File: src/rtl/burst_adaptor_pkg.sv
// Shared types and parameter helpers for the burst line adaptor.
// Consumers derive beat count and line-offset width from these functions.
package burst_adaptor_pkg;

  typedef enum logic [1:0] {
    StIdle,
    StRead,
    StWrite,
    StDone
  } state_e;

  function automatic int unsigned calc_beats(input int unsigned line_w,
                                             input int unsigned burst_w);
    return line_w / burst_w;
  endfunction

  function automatic int unsigned calc_offset_bits(input int unsigned line_w);
    return $clog2(line_w / 8);
  endfunction

endpackage

File: src/rtl/burst_beat_counter.sv
// Beat index within a line burst: synchronous clear, count enable, last-beat flag.
module burst_beat_counter #(
  parameter int unsigned BEATS = 4
) (
  input  logic                     clk,
  input  logic                     reset,
  input  logic                     clear,
  input  logic                     enable,
  output logic [$clog2(BEATS)-1:0] beat,
  output logic                     last
);

  localparam int unsigned CntW = $clog2(BEATS);

  logic [CntW-1:0] beat_q;

  always_ff @(posedge clk or posedge reset) begin
    if (reset) begin
      beat_q <= '0;
    end else if (clear) begin
      beat_q <= '0;
    end else if (enable) begin
      beat_q <= beat_q + 1'b1;
    end
  end

  assign beat = beat_q;
  assign last = (beat_q == CntW'(BEATS - 1));

endmodule

File: src/rtl/burst_line_adaptor.sv
// Splits one LLC line read/write into BEATS memory beats, tolerating stalls between beats.
// Define BURST_LINE_ADAPTOR_POSTED_WRITE_EN to release the LLC at the start of a write burst.
module burst_line_adaptor
  import burst_adaptor_pkg::*;
#(
  parameter int unsigned LINE_WIDTH  = 256,
  parameter int unsigned BURST_WIDTH = 64,
  parameter int unsigned ADDR_WIDTH  = 32
) (
  input  logic                   clk,
  input  logic                   reset,
  input  logic [LINE_WIDTH-1:0]  line_i,
  output logic [LINE_WIDTH-1:0]  line_o,
  input  logic [ADDR_WIDTH-1:0]  address_i,
  input  logic                   read_i,
  input  logic                   write_i,
  output logic                   resp_o,
  input  logic [BURST_WIDTH-1:0] burst_i,
  output logic [BURST_WIDTH-1:0] burst_o,
  output logic [ADDR_WIDTH-1:0]  address_o,
  output logic                   read_o,
  output logic                   write_o,
  input  logic                   resp_i
);

  localparam int unsigned Beats   = calc_beats(LINE_WIDTH, BURST_WIDTH);
  localparam int unsigned OffBits = calc_offset_bits(LINE_WIDTH);
  localparam int unsigned CntW    = $clog2(Beats);
  localparam int unsigned LsbW    = $clog2(LINE_WIDTH);
  localparam logic [ADDR_WIDTH-1:0] AddrMask =
      {{(ADDR_WIDTH - OffBits){1'b1}}, {OffBits{1'b0}}};

`ifdef BURST_LINE_ADAPTOR_POSTED_WRITE_EN
  localparam bit PostedWrite = 1'b1;
`else
  localparam bit PostedWrite = 1'b0;
`endif

  state_e                  state_q;
  logic [ADDR_WIDTH-1:0]   addr_q;
  logic [LINE_WIDTH-1:0]   wbuf_q;
  logic [LINE_WIDTH-1:0]   line_q;
  logic                    read_q;
  logic                    write_q;
  logic                    resp_q;

  logic                    accept;
  logic                    beat_en;
  logic [CntW-1:0]         beat;
  logic                    last;
  logic [LsbW-1:0]         beat_lsb;

  assign accept   = (state_q == StIdle) && (read_i || write_i);
  assign beat_en  = resp_i && ((state_q == StRead) || (state_q == StWrite));
  assign beat_lsb = LsbW'(beat * BURST_WIDTH);

  burst_beat_counter #(
    .BEATS (Beats)
  ) u_beat_counter (
    .clk    (clk),
    .reset  (reset),
    .clear  (accept),
    .enable (beat_en),
    .beat   (beat),
    .last   (last)
  );

  always_ff @(posedge clk or posedge reset) begin
    if (reset) begin
      state_q <= StIdle;
      addr_q  <= '0;
      wbuf_q  <= '0;
      line_q  <= '0;
      read_q  <= 1'b0;
      write_q <= 1'b0;
      resp_q  <= 1'b0;
    end else begin
      resp_q <= 1'b0;
      case (state_q)
        StIdle: begin
          // Read wins when both strobes are high; the write stays pending.
          if (read_i) begin
            state_q <= StRead;
            addr_q  <= address_i & AddrMask;
            read_q  <= 1'b1;
          end else if (write_i) begin
            state_q <= StWrite;
            addr_q  <= address_i & AddrMask;
            wbuf_q  <= line_i;
            write_q <= 1'b1;
            resp_q  <= PostedWrite;
          end
        end
        StRead: begin
          if (resp_i) begin
            line_q[beat_lsb +: BURST_WIDTH] <= burst_i;
            if (last) begin
              state_q <= StDone;
              read_q  <= 1'b0;
              resp_q  <= 1'b1;
            end
          end
        end
        StWrite: begin
          if (resp_i && last) begin
            write_q <= 1'b0;
            if (PostedWrite) begin
              state_q <= StIdle;
            end else begin
              state_q <= StDone;
              resp_q  <= 1'b1;
            end
          end
        end
        StDone: begin
          state_q <= StIdle;
        end
        default: begin
          state_q <= StIdle;
        end
      endcase
    end
  end

  assign line_o    = line_q;
  assign address_o = addr_q;
  assign read_o    = read_q;
  assign write_o   = write_q;
  assign resp_o    = resp_q;
  assign burst_o   = (state_q == StWrite) ? wbuf_q[beat_lsb +: BURST_WIDTH] : '0;

endmodule

File: config.mk
export PLATFORM = sky130hd
export DESIGN_NAME = burst_line_adaptor
export DESIGN_NICKNAME = d
export VERILOG_FILES = /design/src/rtl/burst_adaptor_pkg.sv /design/src/rtl/burst_beat_counter.sv /design/src/rtl/burst_line_adaptor.sv
export SDC_FILE = /design/constraint.sdc
export NUM_CORES = 1
export LEC_CHECK = 0
export ABC_AREA = 1
export CAP_MARGIN = 20
export CORE_AREA = 2 2 279 281
export CTS_CLUSTER_SIZE = 40
export DETAILED_ROUTE_END_ITERATION = 6
export DIE_AREA = 0 0 281 283
export PLACE_DENSITY = 0.61
export SYNTH_ARGS = -nofsm -noshare
export SYNTH_HDL_FRONTEND = slang
export SYNTH_SLANG_ARGS = --single-unit
File: constraint.sdc
create_clock -name clk -period 54.2 [get_ports clk]
set_input_delay 5.42 -clock clk [delete_from_list [all_inputs] [get_ports clk]]
set_output_delay 5.42 -clock clk [all_outputs]
set_load 0.02 [all_outputs]
* Word level (Yosys, flattened, before mapping)
Cells that the tools add are included.
W data, S select, Z words.
** Word-level totals
- Flip-flop bits (word level) :: 551
- Bits of input ports :: 357
- Logic and storage cells :: 65
** Operators by class
- $add $sub $neg :: 2
- Equality and inequality tests :: 11
- Shifts and indexed selects :: 3
- Multiplexer cells :: 24
- Bitwise operators :: 1
- Reductions and logical operators :: 16
** Operators by type and width (number)
- $bwmux W256 :: 1
- $shift A64 B10 Y256 const A :: 1
- $shiftx A256 B9 Y64 :: 1
- $shiftx A64 B10 Y256 :: 1
- $mux W32 :: 2
- $mux W64 :: 1
- $mux W2 :: 7
- $ne A2 B2 Y1 const B :: 6
- $reduce_and A4 Y1 :: 3
- $neg A8 Y10 :: 1
- $mux W1 :: 9
- $pmux W2 S4 :: 1
- $reduce_bool A2 Y1 :: 4
- $eq A2 B2 Y1 const B :: 3
- $pmux W1 S2 :: 3
- $reduce_and A2 Y1 :: 2
- $logic_and A1 B1 Y1 :: 3
- $ne A3 B3 Y1 const B :: 1
- $reduce_and A3 Y1 :: 1
- $add A2 B1 Y2 const B :: 1
- $eq A2 B1 Y1 const B :: 1
- $logic_not A2 Y1 :: 1
- $logic_or A1 B1 Y1 :: 2
- $not A1 Y1 :: 1

* Longest topological paths before layout
- Depth after elaboration :: 5
- Gate-level depth with buffers :: 11
- Gate-level depth less buffers :: 8

* Cells and area by module
Synthesis repeated with hierarchy kept, for this count alone.
** Unflattened totals
- Cells, all modules :: 3024
- Area, all modules :: 24546.0 um^2
** Modules (own cells, without submodules)
- burst_line_adaptor :: times used 1, cells an instance 3011, area an instance 24444.7 um^2
- burst_beat_counter :: times used 1, cells an instance 13, area an instance 101.3 um^2

* Worst setup path before layout
OpenSTA, ideal clock, no wires.
- Path type :: register to output
- Start :: reg state_q[0]
- End :: out burst_o[23]
- Data arrival time :: 1.458 ns
- Data required time :: 48.780 ns
- Setup slack :: 47.322 ns
- Cell stages (with the launch flop) :: 7
- Buffers on the path :: 2
- Cell sequence :: dfrtp_1 > inv_1 > ha_1 > inv_1 > clkbuf_1 > clkbuf_1 > a21oi_1
** On the way
- Cells in the longest elaborated chain, start to end :: 2
** Ends and longest elaborated chain
- from (decl) :: RTL line burst_line_adaptor.sv:39 : state_e state_q;
- from (signal assigned) :: RTL line burst_line_adaptor.sv:70 : state_q <= StIdle;
- from (signal assigned) :: RTL line burst_line_adaptor.sv:83 : state_q <= StRead;
- from (signal assigned) :: RTL line burst_line_adaptor.sv:87 : state_q <= StWrite;
- $eq A2 B2 Y1 :: RTL line burst_line_adaptor.sv:130 : assign burst_o = (state_q == StWrite) ? wbuf_q[beat_lsb +: BURST_WIDTH] : '0;
- $mux W64 :: RTL line burst_line_adaptor.sv:130
- to (decl) :: RTL line burst_line_adaptor.sv:19 : output logic [BURST_WIDTH-1:0] burst_o,
Every way passes these cells.

* Worst setup path in the final report
- Start :: reg u_beat_counter.beat_q[0], in the netlist u_beat_counter.beat[0]
- End :: out burst_o[59]
** On the way
- Cells in the longest elaborated chain, start to end :: 2
** Ends and longest elaborated chain
- from (decl) :: RTL line burst_beat_counter.sv:15 : logic [CntW-1:0] beat_q;
- from (signal assigned) :: RTL line burst_beat_counter.sv:23 : beat_q <= beat_q + 1'b1;
- $shiftx A256 B9 Y64 :: RTL line burst_line_adaptor.sv:130
- $mux W64 :: RTL line burst_line_adaptor.sv:130
Every way passes these cells.

==> summary by stage <==
Synth
The cell accounting for the most synthesized area is dfrtp_1. The synthesized area divided by synthesized cell count is between 8 and 9 sq um. Synthesis handed over a netlist of approximately 3000 instances. The post-synthesis register bit count is ~550. The Yosys step of the flow raised 0 warnings. In this run the cell area of the synthesized design comes to roughly 25000 sq um.

The number of library cell types mapped by synthesis is 20. By area the synthesized netlist is led by dfrtp_1 56%, nand2_1 17%, nand3_1 5.8%. The fraction of the yosys area taken by sequential cells is between 50% and 60%. The synthesized design devotes to its leading area cell type a little under three fifths of total area.

Power and ir drop
VDD sags by at most a little under 0.05 mV. The leakage power figure is 16.4 nW. The power per unit of standard cell area is ~50 nW/um^2.

Floorplan
Measured along the x axis, the die boundary spans about 280 um. The chip height is ~280 um. The initial cell density of the core is between 30 and 40%. The floorplan step defined a die boundary enclosing a little under 80000 sq um. The core region is 76700 sq um. For this design the top-level I/O count stands at a little over 700.

The initialized floorplan defines 102 standard-cell rows.

GRT
Entering global routing, the biggest net connects 225 pins. The overall fraction of global-route tracks in use is between 20 and 25%. The number of antenna violations at the first check in global routing is 29. The via count of the first global-routing pass is ~22000. The first global-routing pass estimated between 100000 and 150000 um of wire. Summed over all layers, the global routing overflow is 0.

Detailed routing
The number of vias per cell after detailed routing is 4.74. The remaining routing DRC violations is 0. Summed over all layers, the routed wires come to 92200 um. The routed layout has 22400 vias. In this run, the number of DRC markers left after iteration 0 of detailed routing was 1691. The average detailed-routed wire length per instance is around 19 um. The detailed-router iteration count before antenna repair is 7. The detail route stage leaves a number of antenna-violating nets equal to 0.

Worst setup path
The worst setup path is captured at an output pin. At the worst endpoint, the required time is 48.78 ns. In this run the worst path has a maximum fanout of 71.

The startpoint type of the worst setup path is a flip-flop. The classification of the worst setup path is reg2out. The arrival time at the worst endpoint is approximately 4.2 ns.

Finish
The most common cell after layout, fill and taps aside is nand2_1. In the final design database the tool counted between 3000 and 4000 nets. The area growth from synthesis to layout is 39.5%.

The total of fill cells in the finished design is 7600. The top cell types in the final layout, fill and taps aside, are 1110 x nand2_1, 701 x clkdlybuf4s50_1, 544 x dfrtp_1, 285 x nand3_1, 266 x inv_1. The ratio of cells with drive above 1 in the final layout is under 10%.

CTS
The H-tree depth is 3. After clock tree synthesis, the clock-pin slew on the worst setup and hold paths is around 0.060 ns. The quantity of hold-fixing buffers added after cts is 0.

After clock tree synthesis, the repair step resized 0 gates. No sink is reached through more buffers than the 3 on the longest clock path. In this run, CTS created clock tree buffers numbering 66. The number of sinks driven by the clock tree is 546.

TritonCTS built the clock tree. Once the clock tree was built, the setup fixing pass inserted 0 buffers. The clock latency on the worst-skew pair is between 0.6 and 0.7 ns. The cell at the root of the clock tree is clkbuf_16.

STA
The number of hold violations in the final report is 0. On the final layout, the worst clock skew is 0.0304 ns. The final critical path time including I/O delays and setup is around 9.6 ns.

The count of pins over their slew limit was 0. Timing would allow up to roughly 100 MHz. The final cycle utilization of the critical path is 17.7%. The worst pin sits at a relative slew slack of between 20% and 30%. The sum of negative setup slack is 0 ns.

Setup repair after global routing left no endpoint under its margin. For the pin with the worst max-slew slack, the measured transition is roughly 1.1 ns. The post-route worst hold slack is 0.474 ns. Setup violations remaining at the end of the flow were counted as 0.

Run
The number of max-cap violations is 0.

Placed design
The total of buffers placed on input and output ports is ~700. The placed wire-length estimate is around 61000 um. Routability-driven placement finished with a final weighted congestion of approximately 0.9.

Status
The run finished with clean final reports.

Worst hold path
The path class of the tightest hold or removal check is reg2reg.
## critical path: stages, from the launching register on
cell,delay [ns]
dfrtp_4,0.53
inv_6,0.48
buf_4,0.81
buf_4,0.72
nand2_1,0.10
nand3_1,0.19
a21oi_1,0.09
clkdlybuf4s50_1,0.63
## routing by layer
| layer | wire length (um) | GRT usage [%] | share of wire [%] |
|---|---|---|---|
| met1 | 38000 | 29.2 | 41 |
| met2 | 43000 | 36.2 | 47 |
| met3 | 6880 | 5.65 | 7.5 |
| met4 | 4220 | 10.5 | 4.6 |
| met5 | 120 | 0 | 0.13 |
## cells in the mapped netlist
| library cell | number |
|---|---|
| a21oi_1 | 66 |
| buf_1 | 12 |
| buf_2 | 99 |
| buf_4 | 44 |
| clkbuf_1 | 61 |
| clkbuf_2 | 1 |
| conb_1 | 1 |
| dfrtp_1 | 546 |
| ha_1 | 10 |
| inv_1 | 269 |
| inv_2 | 8 |
| nand2_1 | 1111 |
| nand2_2 | 1 |
| nand3_1 | 285 |
| nand3b_1 | 64 |
| nor2_1 | 66 |
| nor2_2 | 2 |
| nor2_4 | 5 |
| o21ai_0 | 137 |
| o21ai_1 | 252 |
## final cells by class
class | count | area [sq um] | area share (%)
flip-flops and latches | 546 | 13700 | 39.8
multi-input cells | 2004 | 8840 | 25.7
repair buffers | 730 | 7270 | 21.2
clock buffers | 96 | 1920 | 5.58
well taps | 1040 | 1300 | 3.79
inverters | 277 | 1050 | 3.06
clock inverters | 19 | 249 | 0.725
diodes | 19 | 47.5 | 0.138
## cell families (layout without fill, tap and decap cells)
kind of cell / after synthesis / count (layout) / synth area share [%]
other: 1 / 24 / 0.0152
flip-flops: 546 / 546 / 55.5
adder cells (fa/ha/maj): 10 / 10 / 0.508
AO/OA/AOI/OAI: 455 / 455 / 9.25
AND/OR/NAND/NOR: 1534 / 1534 / 26.0
buffers and inverters: 494 / 1122 / 8.71
## metrics by stage
stage	area (sq um)	util, %	worst slack [ns]	instances	power (mW)
5_1_grt	34300	44.8	44.33	4729	1.79
6_report	34300	44.8	44.59	4731	1.68
2_1_floorplan	24600	-	33.52	3044	0.989
3_5_place_dp	32100	41.9	45.11	4597	1.25
4_1_cts	34300	44.7	44.45	4712	1.70
3_3_place_gp	32100	41.9	45.09	4597	1.24
## flip-flops by register name (all words and copies together) (netlist names)
signal	flops
state_q	2
u_beat_counter.beat	2
address_o	27
line_o	256
resp_o	1
read_o	1
wbuf_q	256
write_o	1
## worst paths after layout
| path | cells past startpoint | slack, ns | start | end |
|---|---|---|---|---|
| setup / recovery | 7 | 44.59 | u_beat_counter.beat[0]$_DFFE_PP0P_ | burst_o[59] |
| hold / removal | 2 | 0.47 | line_o[244]$_DFFE_PP0P_ | line_o[244]$_DFFE_PP0P_ |
| setup reg to reg | 9 | 50.38 | u_beat_counter.beat[0]$_DFFE_PP0P_ | line_o[153]$_DFFE_PP0P_ |
| hold reg to reg | 2 | 0.47 | line_o[244]$_DFFE_PP0P_ | line_o[244]$_DFFE_PP0P_ |
| max in group asynchronous | 4 | 46.57 | reset | wbuf_q[96]$_DFFE_PP0P_ |
| min in group asynchronous | 2 | 5.42 | reset | wbuf_q[79]$_DFFE_PP0P_ |
## power by group
| group | switching, mW | total, mW | internal [mW] |
|---|---|---|---|
| clock | 0.184 | 0.442 | 0.258 |
| sequential | 0.0414 | 0.573 | 0.531 |
| combinational | 0.434 | 0.667 | 0.233 |
Note: power is estimated with default switching activity, not from simulation.
